==> src/rtl/regfile_pkg.sv <==
// Shared defaults for the bypassing register file.
// The zero register index is kept here so every file agrees on it.
package regfile_pkg;

    localparam int          DEFAULT_DATA_W = 32;
    localparam int          DEFAULT_ADDR_W = 5;
    localparam int unsigned ZERO_ADDR      = 0;

endpackage

==> src/rtl/regfile_read_port.sv <==
// One read port: same-cycle write-back bypass, zero-register forcing and the
// per-port share of the hazard stall.
module regfile_read_port
    import regfile_pkg::*;
#(
    parameter int DATA_W   = DEFAULT_DATA_W,
    parameter int ADDR_W   = DEFAULT_ADDR_W,
    parameter int ZERO_REG = 1
) (
    input  logic              rst_i,
    input  logic [ADDR_W-1:0] addr_i,
    input  logic [DATA_W-1:0] stored_i,
    input  logic              pending_i,
    input  logic              wr_i,
    input  logic [ADDR_W-1:0] control_i,
    input  logic [DATA_W-1:0] wdata_i,
    output logic [DATA_W-1:0] data_o,
    output logic              stall_o
);

    logic zero_hit_s;
    logic bypass_hit_s;

    assign zero_hit_s   = (ZERO_REG != 0) && (addr_i == ADDR_W'(ZERO_ADDR));
    assign bypass_hit_s = wr_i && (control_i == addr_i);

    // Data select: reset and zero register dominate, then bypass, then storage.
    always_comb begin
        data_o = {DATA_W{1'b0}};
        if (rst_i || zero_hit_s) begin
            data_o = {DATA_W{1'b0}};
        end else if (bypass_hit_s) begin
            data_o = wdata_i;
        end else begin
            data_o = stored_i;
        end
    end

    // A pending source is only a hazard if this cycle's write-back doesn't cover it.
    always_comb begin
        stall_o = 1'b0;
        if (rst_i || zero_hit_s) begin
            stall_o = 1'b0;
        end else begin
            stall_o = pending_i && !bypass_hit_s;
        end
    end

endmodule

==> src/rtl/regfile_bypass.sv <==
// Two-read/one-write register file with write-back bypass and a per-register
// outstanding-write scoreboard that raises stall on unresolved source hazards.
module regfile_bypass
    import regfile_pkg::*;
#(
    parameter int DATA_W   = DEFAULT_DATA_W,
    parameter int ADDR_W   = DEFAULT_ADDR_W,
    parameter int ZERO_REG = 1
) (
    input  logic                  clock,
    input  logic                  rst,
    input  logic [ADDR_W-1:0]     rs,
    input  logic [ADDR_W-1:0]     rt,
    output logic [DATA_W-1:0]     outputA,
    output logic [DATA_W-1:0]     outputB,
    input  logic                  wr,
    input  logic [ADDR_W-1:0]     control,
    input  logic [DATA_W-1:0]     write_back_reg,
    input  logic                  issue_valid,
    input  logic [ADDR_W-1:0]     issue_dest,
    output logic                  stall,
    output logic [2**ADDR_W-1:0]  pending
);

    localparam int DEPTH = 2**ADDR_W;

    logic [DATA_W-1:0] regs_q [DEPTH];
    logic [DEPTH-1:0]  pending_q;
    logic [DEPTH-1:0]  pending_d;
    logic              wr_en_s;
    logic              stall_a_s;
    logic              stall_b_s;

    assign wr_en_s = wr && !((ZERO_REG != 0) && (control == ADDR_W'(ZERO_ADDR)));

    // Scoreboard next state: clear on write-back first so a same-edge issue wins.
    always_comb begin
        pending_d = pending_q;
        if (wr) begin
            pending_d[control] = 1'b0;
        end else begin
            pending_d[control] = pending_q[control];
        end
        if (issue_valid) begin
            pending_d[issue_dest] = 1'b1;
        end else begin
            pending_d[issue_dest] = pending_d[issue_dest];
        end
        if (ZERO_REG != 0) begin
            pending_d[ADDR_W'(ZERO_ADDR)] = 1'b0;
        end else begin
            pending_d[ADDR_W'(ZERO_ADDR)] = pending_d[ADDR_W'(ZERO_ADDR)];
        end
    end

    // Storage and scoreboard state; reset wipes both without waiting for a clock.
    always_ff @(posedge clock or posedge rst) begin
        if (rst) begin
            for (int i = 0; i < DEPTH; i++) begin
                regs_q[i] <= {DATA_W{1'b0}};
            end
            pending_q <= {DEPTH{1'b0}};
        end else begin
            pending_q <= pending_d;
            if (wr_en_s) begin
                regs_q[control] <= write_back_reg;
            end
        end
    end

    regfile_read_port #(
        .DATA_W   (DATA_W),
        .ADDR_W   (ADDR_W),
        .ZERO_REG (ZERO_REG)
    ) u_port_a (
        .rst_i     (rst),
        .addr_i    (rs),
        .stored_i  (regs_q[rs]),
        .pending_i (pending_q[rs]),
        .wr_i      (wr),
        .control_i (control),
        .wdata_i   (write_back_reg),
        .data_o    (outputA),
        .stall_o   (stall_a_s)
    );

    regfile_read_port #(
        .DATA_W   (DATA_W),
        .ADDR_W   (ADDR_W),
        .ZERO_REG (ZERO_REG)
    ) u_port_b (
        .rst_i     (rst),
        .addr_i    (rt),
        .stored_i  (regs_q[rt]),
        .pending_i (pending_q[rt]),
        .wr_i      (wr),
        .control_i (control),
        .wdata_i   (write_back_reg),
        .data_o    (outputB),
        .stall_o   (stall_b_s)
    );

    assign stall   = stall_a_s | stall_b_s;
    assign pending = pending_q;

endmodule
==> config.mk <==
export PLATFORM = sky130hd
export DESIGN_NAME = regfile_bypass
export DESIGN_NICKNAME = d
export VERILOG_FILES = /design/src/rtl/regfile_pkg.sv /design/src/rtl/regfile_read_port.sv /design/src/rtl/regfile_bypass.sv
export SDC_FILE = /design/constraint.sdc
export NUM_CORES = 2
export LEC_CHECK = 0
export CAP_MARGIN = 20
export CORE_ASPECT_RATIO = 1.75
export CORE_MARGIN = 2
export CORE_UTILIZATION = 60
export DETAILED_ROUTE_END_ITERATION = 10
export PLACE_DENSITY = 0.82
export SLEW_MARGIN = 20
export SYNTH_ARGS = -nofsm -noshare
export SYNTH_HDL_FRONTEND = slang
export SYNTH_SLANG_ARGS = --single-unit
==> constraint.sdc <==
create_clock -name clock -period 60.1 [get_ports clock]
set_input_delay 12.02 -clock clock [delete_from_list [all_inputs] [get_ports clock]]
set_output_delay 12.02 -clock clock [all_outputs]
set_load 0.05 [all_outputs]
# After elaboration in Yosys (flattened, before gate mapping)
# Cells that the tools add are included.
[totals]
regBits = 1055
output_inout_bits = 97
wordCells = 99
[classes]
magnitude_cmp = 10
bitwise = 7
mux = 31
n_eq_ne = 2
reduce_logical = 16
[op_table]
columns = ["operator", "n"]
rows = [
  ["$bwmux 1024", 1],
  ["$mux 32", 11],
  ["$bmux 32 s5", 2],
  ["$demux 32 s5", 1],
  ["$bwmux 32", 2],
  ["$and 32x32->32", 1],
  ["$not 32->32", 1],
  ["$or 32x32->32", 1],
  ["$lt 5x6->1 const B", 4],
  ["$bmux 1 s5", 4],
  ["$ge 6x6->1 const B", 3],
  ["$not 5->6", 3],
  ["$logic_not 5->1", 3],
  ["$demux 1 s5", 2],
  ["$eq 5x5->1", 2],
  ["$ge 5x1->1 const B", 2],
  ["$logic_and 1x1->1", 8],
  ["$mux 1", 8],
  ["$lt 6x1->1 const B", 1],
  ["$logic_not 1->1", 3],
  ["$logic_or 1x1->1", 2],
  ["$or 1x1->1", 1],
]

# Depth between registers and ports, before layout
[depth]
word_depth = 11
ltp_mapped = 12
mapped_depth_nobuf = 8

# By module
# From an unflattened synthesis, not the netlist that was laid out.
[hier_totals]
hier_cells = 3769
area_unflattened_um2 = 58324.7
[by_module_without_submodules]
columns = ["mod", "area_per_inst_um2", "n_inst", "seq_area_each_um2", "cells_per_inst"]
rows = [
  ["regfile_bypass", 56748.2, 1, 26400.3, 3517],
  ["regfile_read_port", 788.3, 2, 0.0, 126],
]

# Worst setup path after synthesis
# OpenSTA, ideal clock, no wires.
[synth_timing]
kind = "input-to-output"
startpoint = "input port rst"
endpoint = "output port outputB[31]"
cell_stages = 3
arrival_ps = 40114
required_ps = 48080
setup_slack_ps = 7966
n_path_buf = 0
path_cell_list = "inv_1 > o41ai_1 > a21oi_1"
[synth_via]
elab_chain_cells = 2
[synth_rtl]
columns = ["element", "line_no", "source"]
rows = [
  ["from (decl)", "regfile_bypass.sv:11", "input logic rst,"],
  ["$logic_or 1x1->1", "regfile_read_port.sv:30", "if (rst_i || zero_hit_s) begin"],
  ["$mux 32", "regfile_read_port.sv:30", ""],
  ["to (decl)", "regfile_bypass.sv:15", "output logic [DATA_W-1:0] outputB,"],
]
# No other way between the ends.

# Worst setup path after layout
[layout_timing]
startpoint = "input port rt[0]"
endpoint = "output port outputB[1]"
[layout_via]
elab_chain_cells = 6
word_cells_on_any_way = 10
classes_between = "1 x eq/ne; 5 x mux; 1 x bitwise; 3 x reduce/logical"
[layout_rtl]
columns = ["element", "line_no", "source"]
rows = [
  ["from (decl)", "regfile_bypass.sv:13", "input logic [ADDR_W-1:0] rt,"],
  ["$not 5->6 (implied by the code)", "regfile_bypass.sv:94", ".stored_i (regs_q[rt]),"],
  ["$bmux 32 s5", "regfile_bypass.sv:94", ""],
  ["$mux 32 (implied by the code) (2 in a row)", "regfile_bypass.sv:94", ""],
  ["$mux 32", "regfile_read_port.sv:32", "end else if (bypass_hit_s) begin"],
  ["$mux 32 *", "regfile_read_port.sv:30", ""],
]
# Every way passes the cells marked *; elsewhere a longest branch is shown, timed or not. The select of a mux whose other input is x is not followed.

==> metrics.cfg <==
[worst_hold_path]
holdPathEnd = regs_q[1010]
min_path_type = flip-flop to flip-flop
min-delay-start = regs_q[1010]
holdPathStages = 0

[floorplanning]
core_area_um2 = 97600
die_w_um = 241
ioPinCount = 153
start_util = 0.603
dieArea_um2 = 101000
num_rows = 152
die_h_um = 418

[worst_setup_path]
r2r-start = pending[17]
critPathArrivalTime_ns = 17.34
start_kind = primary input
ff2ff_setup_slack_ns = 56.64
rr_worst_depth = 8
critPathKind = primary input to primary output
cp.required_ns = 48.08
r2r-end = pending[25]
cp-end-kind = primary output
cp_max_fo = 75

[status]
outcome = complete, no violations

[clocking]
cts_tree = done
clockBufferDepth = 3
cts.repair.resized = 0
clk_latency_ns = 0.71
cts_root_buf = clkbuf_16
clk_pin_slew_worst_paths_ns = 0.07
numCtsBuffers = 94
htree_levels = 3
cts_setup_buffers = 0
cts_sinks = 1055
cts_hold_buf = 0

[power]
powerDensity_nw_per_um2 = 32.4
peakVddDrop_mv = 0.0243
p_leak_nw = 27.4

[synthesis]
yosys.area_share.simple = 0.0279
yosys_warnings = 0
muxShareOfSynthArea = 0.388
synth_compound_area_frac = 0.0986
synth-seq-cells = 1055
synth_top_flop_cell = dfrtp_1
synthCells = 4666
syn_nets = 4722
netlist_area_um2 = 58800
synth-seq-area-share = 0.449
synth_xor_xnor_area_share = 0.00164
synth-edff-count = 0
synthAdderAreaFrac = 0
netlist-cell-type-count = 58
syn_area_per_cell_um2 = 12.6
async_flop_share = 1.00
synth_top_family_by_area = multiplexers

[timing]
maxSlewHeadroom = 0.206
grt_setup_unrepaired = false
hold_violations = 0
setup_tns_ns = 0
min_period_over_period = 0.488
fmax_mhz = 34.1
min_period_ns = 29.36
tightest_slew_ns = 1.19
maxSlewViolCount = 0
setup_violations = 0
finalClockSkew_ns = 0.0117

[layout]
final.fill_count = 6809
stdcell_count = 5892
nNetsFinal = 4559
multi_input_area_um2 = 30700
area_delta_synth_final_pct = 9.05
drive_gt1_frac = 0.374
final_common_cell = mux2_2
regArea_um2 = 26400
final_cell_mix = mux2_2, dfrtp_1, mux2i_1

[placed_design]
dp.cells = 5715
place_congestion = 0.956
io_buffers = 151
place_hpwl_mm = 103

[grt]
grt_pass1_vias = 45355
grt_util_all_layers = 0.383
grt_max_degree = 165
antenna_found_initial = 6
grt.overflow.total = 0
grt_pass1_wl_mm = 284

[drt]
num_vias = 43958
totalWireLength_mm = 192
via_per_inst = 7.46
first_iter_violations = 5525
ant_nets = 0
drc = 0
drt_pass1_iterations = 6
wl_per_cell_um = 32.5

[run]
drv_cap = 0

[layer usage]
| layer | track usage | wire, um |
|---|---|---|
| met1 | 0.459 | 64900 |
| met2 | 0.596 | 88500 |
| met3 | 0.0888 | 20600 |
| met4 | 0.300 | 17600 |
| met5 | 0 | 0 |
[how the worst max path moves through the flow]
stage	from	slack, ns	depth (start not counted)	to
after floorplan	rst	7.97	3	outputB[31]
after global placement	rt[0]	30.75	12	outputB[1]
after detailed placement	rt[0]	30.76	12	outputB[1]
after CTS	rt[0]	30.74	12	outputB[1]
after global routing	rt[0]	30.45	12	outputB[1]
final	rt[0]	30.74	12	outputB[1]
[synth_stat cells (5+ instances only)]
library cell | number | share of area
and3b_1 | 5 | 0.00074
a31oi_1 | 15 | 0.0016
nand2_1 | 121 | 0.0077
dfrtp_1 | 1055 | 0.45
xor2_1 | 8 | 0.0012
buf_2 | 94 | 0.0080
a221oi_1 | 132 | 0.020
mux4_2 | 267 | 0.10
nor3_1 | 16 | 0.0014
o31ai_1 | 5 | 0.00064
buf_1 | 57 | 0.0036
clkbuf_1 | 356 | 0.023
nor2_1 | 187 | 0.012
o211ai_1 | 127 | 0.016
mux2i_1 | 410 | 0.070
a21oi_1 | 220 | 0.019
a211oi_1 | 5 | 0.00064
nor2b_1 | 5 | 0.00053
a22oi_1 | 128 | 0.016
o221ai_1 | 6 | 0.00089
and3_1 | 8 | 0.00085
o21ai_0 | 215 | 0.018
o22ai_1 | 10 | 0.0011
mux2_2 | 1129 | 0.22
nand3_1 | 17 | 0.0014
[worst max-delay path, stage by stage]
cell             delay, ns
buf_8                 0.61
buf_4                 0.76
buf_4                 0.66
buf_4                 0.88
mux2_2                0.41
o21ai_0               0.16
a21oi_1               0.09
a22oi_1               0.18
o21ai_0               0.10
o211ai_1              0.43
a21oi_1               0.15
clkdlybuf4s50_1       0.75
[cells by family (layout without fill, tap and decap cells)]
family	after synthesis	after routing
simple gates	385	385
other cells	1	8
mux	1806	1806
compound gates	894	894
flops	1055	1055
xor+xnor	11	11
buf+inv	514	424
[stage by stage]
step | area, um2 | setup slack, ns | power [W] | hold WS [ns] | util
after global placement | 61000 | 30.75 | 0.00142 | 0.384 | 0.626
final | 64200 | 30.74 | 0.00208 | 0.404 | 0.658
after global routing | 64100 | 30.45 | 0.00215 | 0.414 | 0.657
after detailed placement | 61000 | 30.76 | 0.00145 | 0.389 | 0.626
after floorplan | 58800 | 7.97 | 0.00131 | 0.449 | -
after CTS | 64200 | 30.74 | 0.00207 | 0.404 | 0.658
[power by group]
part / leakage [nW] / switching, W / total, W / internal (W)
registers: 13.5 / 0.000112 / 0.000959 / 0.000846
clock network: 1.53 / 0.000279 / 0.000631 / 0.000353
logic: 12.4 / 0.000235 / 0.000490 / 0.000255
[layout make-up]
type | count | share of cell area
Sequential cell | 1055 | 0.412
Clock inverter | 25 | 0.00548
Tap cell | 1309 | 0.0255
Clock buffer | 144 | 0.0434
Timing Repair Buffer | 250 | 0.0351
Antenna cell | 7 | 0.000273
Multi-Input combinational cell | 3097 | 0.478
Inverter | 5 | 0.000410
[state kept, by name (all words and copies together) (netlist names)]
signal and count:
regs_q 1024, pending 31
(Power assumes the default switching activity.)
